`src/rtl/reg_wb_arbiter.sv`:
```
// Writeback arbiter: merges ALU and load writebacks onto one register-file write
// port with round-robin fairness, optionally clearing registers 1..NREG-1 after reset.
module reg_wb_arbiter #(
    parameter int unsigned INIT_EN = 1,
    parameter int unsigned NREG    = 32
) (
    input  logic        SYS_clk,
    input  logic        SYS_reset,
    input  logic        ALU_wb_valid,
    input  logic [5:0]  ALU_wb_addr,
    input  logic [31:0] ALU_wb_data,
    output logic        ALU_wb_ready,
    input  logic        MEM_wb_valid,
    input  logic [5:0]  MEM_wb_addr,
    input  logic [31:0] MEM_wb_data,
    output logic        MEM_wb_ready,
    output logic        REG_write_1,
    output logic [5:0]  REG_address_wr,
    output logic [31:0] REG_data_wb_in1,
    output logic        WB_busy,
    output logic        WB_drop
);

    localparam int unsigned AW = 6;
    localparam int unsigned DW = 32;

    localparam logic [0:0] ST_INIT = 1'b0;
    localparam logic [0:0] ST_RUN  = 1'b1;
    localparam logic [0:0] ST_RESET = (INIT_EN != 0) ? ST_INIT : ST_RUN;

    localparam logic LG_ALU = 1'b0;
    localparam logic LG_MEM = 1'b1;

    localparam logic [AW-1:0] CNT_LAST = AW'(NREG - 1);
    localparam logic [AW:0]   NREG_W   = (AW+1)'(NREG);

    logic [0:0]    state_q, state_d;
    logic          lg_q, lg_d;
    logic [AW-1:0] cnt_q, cnt_d;
    logic          wr_q, wr_d;
    logic [AW-1:0] addr_q, addr_d;
    logic [DW-1:0] data_q, data_d;
    logic          drop_q, drop_d;
    logic          busy_q, busy_d;

    logic          alu_gnt_c, mem_gnt_c;
    logic [AW-1:0] sel_addr;
    logic [DW-1:0] sel_data;
    logic          sel_ok;

    // Grant: a lone requester wins; on contention the one not granted last wins.
    always_comb begin
        alu_gnt_c = 1'b0;
        mem_gnt_c = 1'b0;
        if (!SYS_reset && state_q == ST_RUN) begin
            if (ALU_wb_valid && MEM_wb_valid) begin
                alu_gnt_c = (lg_q == LG_MEM);
                mem_gnt_c = (lg_q == LG_ALU);
            end else begin
                alu_gnt_c = ALU_wb_valid;
                mem_gnt_c = MEM_wb_valid;
            end
        end
    end

    assign ALU_wb_ready = alu_gnt_c;
    assign MEM_wb_ready = mem_gnt_c;

    always_comb begin
        state_d  = state_q;
        lg_d     = lg_q;
        cnt_d    = cnt_q;
        wr_d     = 1'b0;
        addr_d   = addr_q;
        data_d   = data_q;
        drop_d   = 1'b0;
        busy_d   = busy_q;
        sel_addr = mem_gnt_c ? MEM_wb_addr : ALU_wb_addr;
        sel_data = mem_gnt_c ? MEM_wb_data : ALU_wb_data;
        sel_ok   = (sel_addr != '0) && ({1'b0, sel_addr} < NREG_W);

        case (state_q)
            ST_INIT: begin
                wr_d   = 1'b1;
                addr_d = cnt_q;
                data_d = '0;
                cnt_d  = cnt_q + AW'(1);
                if (cnt_q == CNT_LAST) begin
                    state_d = ST_RUN;
                    busy_d  = 1'b0;
                end
            end
            default: begin
                busy_d = 1'b0;
                // Out-of-range destinations are accepted but never written.
                if (alu_gnt_c || mem_gnt_c) begin
                    lg_d = mem_gnt_c ? LG_MEM : LG_ALU;
                    if (sel_ok) begin
                        wr_d   = 1'b1;
                        addr_d = sel_addr;
                        data_d = sel_data;
                    end else begin
                        drop_d = 1'b1;
                    end
                end
            end
        endcase
    end

    always_ff @(posedge SYS_clk) begin
        if (SYS_reset) begin
            state_q <= ST_RESET;
            lg_q    <= LG_ALU;
            cnt_q   <= AW'(1);
            wr_q    <= 1'b0;
            addr_q  <= '0;
            data_q  <= '0;
            drop_q  <= 1'b0;
            busy_q  <= (INIT_EN != 0);
        end else begin
            state_q <= state_d;
            lg_q    <= lg_d;
            cnt_q   <= cnt_d;
            wr_q    <= wr_d;
            addr_q  <= addr_d;
            data_q  <= data_d;
            drop_q  <= drop_d;
            busy_q  <= busy_d;
        end
    end

    assign REG_write_1     = wr_q;
    assign REG_address_wr  = addr_q;
    assign REG_data_wb_in1 = data_q;
    assign WB_drop         = drop_q;
    assign WB_busy         = busy_q;

endmodule

```
`config.mk`:
```
export PLATFORM = sky130hd
export DESIGN_NAME = reg_wb_arbiter
export DESIGN_NICKNAME = d
export VERILOG_FILES = /design/src/rtl/reg_wb_arbiter.sv
export SDC_FILE = /design/constraint.sdc
export NUM_CORES = 1
export LEC_CHECK = 0
export ABC_AREA = 1
export BUFFER_PORTS_ARGS = -buffer_cell sky130_fd_sc_hd__buf_2
export CAP_MARGIN = 20
export CORE_MARGIN = 8
export CORE_UTILIZATION = 42
export CTS_CLUSTER_SIZE = 40
export DETAILED_ROUTE_END_ITERATION = 16
export GPL_ROUTABILITY_DRIVEN = 1
export GPL_TIMING_DRIVEN = 0
export PLACE_DENSITY_LB_ADDON = 0.25
export REMOVE_ABC_BUFFERS = 1
export SYNTH_ARGS = -nofsm -noshare
export SYNTH_HDL_FRONTEND = slang
export SYNTH_SLANG_ARGS = --single-unit
```
`constraint.sdc`:
```
create_clock -name SYS_clk -period 1.5 [get_ports SYS_clk]
set_input_delay 0.3 -clock SYS_clk [delete_from_list [all_inputs] [get_ports SYS_clk]]
set_output_delay 0.3 -clock SYS_clk [all_outputs]
set_load 0.02 [all_outputs]
```
; ---- After elaboration in Yosys (flattened, before gate mapping)
; Cells that the tools add are included.
[totals]
regBits = 49
in_bits = 80
out_inout_bits = 43
word_cells = 46
[op_classes]
addsub = 1
magnitude_cmp = 1
eq_ne = 3
mux = 18
bitwise_logic = 3
reduce_logical = 12
[op_table]
columns = op, n
row1 = two-way mux 32 bit, 1
row2 = two-way mux 6 bit, 4
row3 = two-way mux 1 bit, 13
row4 = "adder 6 x 1 -> 6 bit, second input constant", 1
row5 = "equality test 6 x 5 -> 1 bit, second input constant", 1
row6 = "less-than comparator 6 bit, second input constant", 1
row7 = AND reduction 2 bit, 3
row8 = nonzero test 6 bit, 1
row9 = "!= test 2 x 1 -> 1 bit, second input constant", 2
row10 = logical AND 1 bit, 3
row11 = NOT 1 bit, 3
row12 = OR reduction 3 bit, 1
row13 = nonzero test 2 bit, 1
row14 = OR reduction 2 bit, 1
row15 = logical NOT 1 bit, 1
row16 = logical OR 1 bit, 1

; ---- Logic depth before layout (Yosys ltp)
[depth]
word_depth = 9
depth_mapped = 13
ltp_nobuf = 10

; ---- Worst setup path before layout
; Ideal clock, no wire load.
[synth_timing]
kind = register to register
start = register lg_q
end = register data_q[13] (netlist: REG_data_wb_in1[13])
arrival_ns = 1.472
t_required_ns = 1.357
setup_slack_ns = -0.115
path_stages_with_launch = 14
path_buffers = 3
path_cell_list = dfxtp_1 > nand2_1 > nand4_4 > buf_6 > nand2_1 > nand2_1 > nand2_1 > inv_1 > nand2_1 > nand3_2 > buf_6 > buf_8 > nand2_2 > a21oi_2
[synth_between]
elab_chain_cells = 7
elab_cells_between_ends = 12
cone_classes = order compare (1) / mux (6) / bitwise (1) / reduce/logical (4)
[synth_rtl]
columns = item, line
row1 = "start, declared", 38  ; logic lg_q, lg_d;
row2 = "start signal, assigned", 122  ; lg_q <= lg_d;
row3 = NOT 1 bit, 58  ; mem_gnt_c = (lg_q == LG_ALU);
row4 = two-way mux 1 bit, 56  ; if (ALU_wb_valid && MEM_wb_valid) begin
row5 = two-way mux 1 bit, 55  ; if (!SYS_reset && state_q == ST_RUN) begin
row6 = two-way mux 6 bit, 78  ; sel_addr = mem_gnt_c ? MEM_wb_addr : ALU_wb_addr;
row7 = less-than comparator 6 bit / nonzero test 6 bit (equally long branches), 80  ; sel_ok = (sel_addr != '0) && ({1'b0, sel_addr} < NREG_W);
row8 = logical AND 1 bit, 80
row9 = AND reduction 2 bit (no source line), -
row10 = "end signal, assigned", 126  ; data_q <= data_d;
row11 = "end, declared", 42  ; logic [DW-1:0] data_q, data_d;
; Parallel ways exist; a longest one is shown, timed or not.
; A chain may end at the register's enable or synchronous reset.

; ---- Final worst setup path
[layout_timing]
start = register state_q
end = register data_q[3] (netlist: REG_data_wb_in1[3])
[layout_between]
elab_chain_cells = 6
elab_cells_between_ends = 12
cone_classes = order compare (1) / mux (4) / bitwise (1) / reduce/logical (6)
[layout_rtl]
columns = item, line
row1 = "start, declared", 37  ; logic [0:0] state_q, state_d;
row2 = "start signal, assigned", 121  ; state_q <= state_d;
row3 = logical AND 1 bit, 55
row4 = two-way mux 1 bit, 55
row5 = two-way mux 6 bit, 78
row6 = less-than comparator 6 bit / nonzero test 6 bit (equally long branches), 80
row7 = logical AND 1 bit, 80
row8 = AND reduction 2 bit (no source line), -
; Parallel ways exist; a longest one is shown, timed or not.

==> reports/metrics.yaml <==
run_status:
  outcome: "finished with violations"
  violations: "negative setup slack"
layout:
  nets: 624
  num-fill-cells: 455
  final_cells: 619
  register_area_sq_um: 988
  area.growth.synth_to_final_pct: 69.1
  final_layout_size_suffix_gt1_share_pct: 53.7
  design_area_sq_um: 4290
  diodes: 0
  multiInputGateArea_sq_um: 1850
  fin_util_pct: 72.9
critical_path:
  ff2ff_setup_slack_ps: -280
  path_class: "reg -> reg"
  crit_arrival_ps: 1980
  end_kind: "register"
  crit_chain: "inv_6, nor2_4, nand4_1, nand2_2, nand3_2, o21bai_4, buf_8, clkinv_8, nand3_1, a21oi_2"
  start_kind: "register"
  crit_slowest_cell: "dfxtp_4"
  slowest_delay_ps: 430
  worstPathRequired_ps: 1690
  cp_max_fo: 8
floorplan:
  dieArea_sq_um: 8780
  rows: 28
  start_util_pct: 43.1
  die_w_microns: 93.7
  pin_count: 123
  core_area_sq_um: 5890
  die_h_microns: 93.7
route:
  vias_per_cell: 5.35
  firstDrtPassIters: 4
  wirelength_microns: 11100
  routed-via-count: 3314
  drcViolationCount: 0
  drt_iter0_markers: 176
  wire_per_inst_microns: 18.0
  ant_nets: 0
hold_path:
  hold_class: "in -> reg"
sta:
  fin_crit_sh_pct: 119
  maxSlewHeadroom_pct: 70.0
  setup_viol: 44
  hold_violations: 0
  fmax_mhz: 561
  rsz0062_at_grt: "yes"
  drv_slew: 0
  finalClockSkew_ps: 4.40
  period_minus_slack_ps: 1780
  setup_ws_ps: -283
  worstMarginPinSlew_ps: 451
placement:
  place_hpwl_microns: 5340
  place_area_sq_um: 3110
  io_buffers: 122
  place_congestion: 0.811
  dp.cells: 555
global_routing:
  track_usage_pct: 23.3
  antenna_found_initial: 0
  grt_max_degree: 22
  grt-ovfl-total: 0
  grt_pass1_wl_microns: 16000
  grt_pass1_vias: 3166
power:
  p_leak_nw: 1.91
  power_density_nw_per_um2: 631
  ir_drop_mv: 0.631
synth:
  synth.distinct_cells: 24
  synthArstFlopShare_pct: 0
  yosys_warnings: 0
  syn_inst: 382
  ys_ff_latch: 49
  yosys.area.top_type: "dfxtp_1"
  syn_area_sq_um: 2540
  syn_avg_cell_area_sq_um: 6.64
  ys_top_cells_by_count: "149 x nand2_1, 49 x dfxtp_1, 42 x nand3_1"
  synth.area.top_cells: "dfxtp_1 39%, nand2_1 22%, nand3_1 8.3%"
  synth_top_area_share_pct: 38.7
  ys_seq_area_share_pct: 38.7
  ys.flop_type: "dfxtp_1"
  synth.most_common_cell: "nand2_1"
  synth-edff-count: 0
clocking:
  path_clk_slew_ps: 90
  clock-sinks: 49
  cts_made_buffers: 5
  cts.path.max_buffers: 2
  root_buffer: "clkbuf_8"
  clk_latency_ps: 310
  tritoncts: "done"
  h-tree-depth: 2
  holdBufCountCts: 0
run:
  max_cap_viol_count: 0
-- cells by family after synthesis --
kind of cell / count (synthesis) / synth area share (%)
fa+ha+maj: 1 / 0.493
compound gates: 57 / 13.3
flops: 49 / 38.7
simple gates: 223 / 38.1
buf+inv: 52 / 9.37
-- power breakdown --
group / total, mW / internal, mW / switching (mW) / leakage, nW
registers: 1.33 / 1.31 / 0.0140 / 0.398
clock network: 0.991 / 0.544 / 0.447 / 0.0585
logic: 0.385 / 0.166 / 0.219 / 1.45
-- critical path: cells and delay by family, from the launching register on --
kind | cells | cell delay, ps
DFF | 1 | 430
buffers and inverters | 3 | 310
and+or+nand+nor | 5 | 660
AOI/OAI and AO/OA | 2 | 270
-- sequential cells by signal, indices dropped and copies added (netlist names) --
signal / cells
lg_q: 1
REG_write_1: 1
state_q: 1
WB_drop: 1
REG_data_wb_in1: 32
REG_address_wr: 6
cnt_q: 6
WB_busy: 1
-- layout by cell type, fill, tap and decap left out, drive strengths merged --
cell,n
inv,29
ha,1
o21ai,13
nor3,3
clkbuf,8
nand3,50
nand2,159
nand4,10
dfxtp,49
buf,162
a31oi,1
a21oi,43
clkinvlp,1
o21bai,1
nor4,1
clkinv,2
bufinv,1
nor2,10
-- metrics by stage --
stage	hold WS, ps	TNS (ps)	setup slack (ps)	power [mW]
2_1_floorplan	369	-54530	-1350	1.47
3_3_place_gp	431	-96130	-2360	1.61
4_1_cts	347	-7640	-245	2.64
5_1_grt	321	-12210	-353	2.80
6_report	324	-9250	-283	2.70
3_5_place_dp	434	-96700	-2380	1.61
-- layout make-up --
type                    count  area share [%]
repair buffers            163            24.3
clock buffers               7            2.01
well taps                  75            2.19
clock inverters             1           0.700
inverters                  28            3.76
repair inverters            4           0.933
flip-flops and latches     49            23.0
multi-input cells         292            43.1
-- metal layers --
layer | track usage, % | routed length (microns) | up-vias
met3 | 4.56 | 1010 | 35
met5 | 0 | 0 | -
met2 | 41.3 | 5720 | 177
li1 | - | - | 1585
met1 | 26.5 | 3990 | 1517
met4 | 9.64 | 422 | 0
-- repair_timing --
| action | in CTS | in global routing |
|---|---|---|
| gates resized for setup | 58 | 90 |
| hold endpoints to repair | 0 | 0 |
| setup endpoints to repair | 45 | 44 |
| setup buffers | 26 | 15 |
| pin swaps | 47 | 52 |
| cloned | 14 | 1 |
-- worst paths after layout --
check	cells after the start	endpoint	start
min reg2reg	2	REG_data_wb_in1[19]	REG_data_wb_in1[19]
max reg2reg	10	REG_data_wb_in1[3]	state_q
min	2	REG_address_wr[2]	SYS_reset
max	10	REG_data_wb_in1[3]	state_q
(Power assumes the default switching activity.)
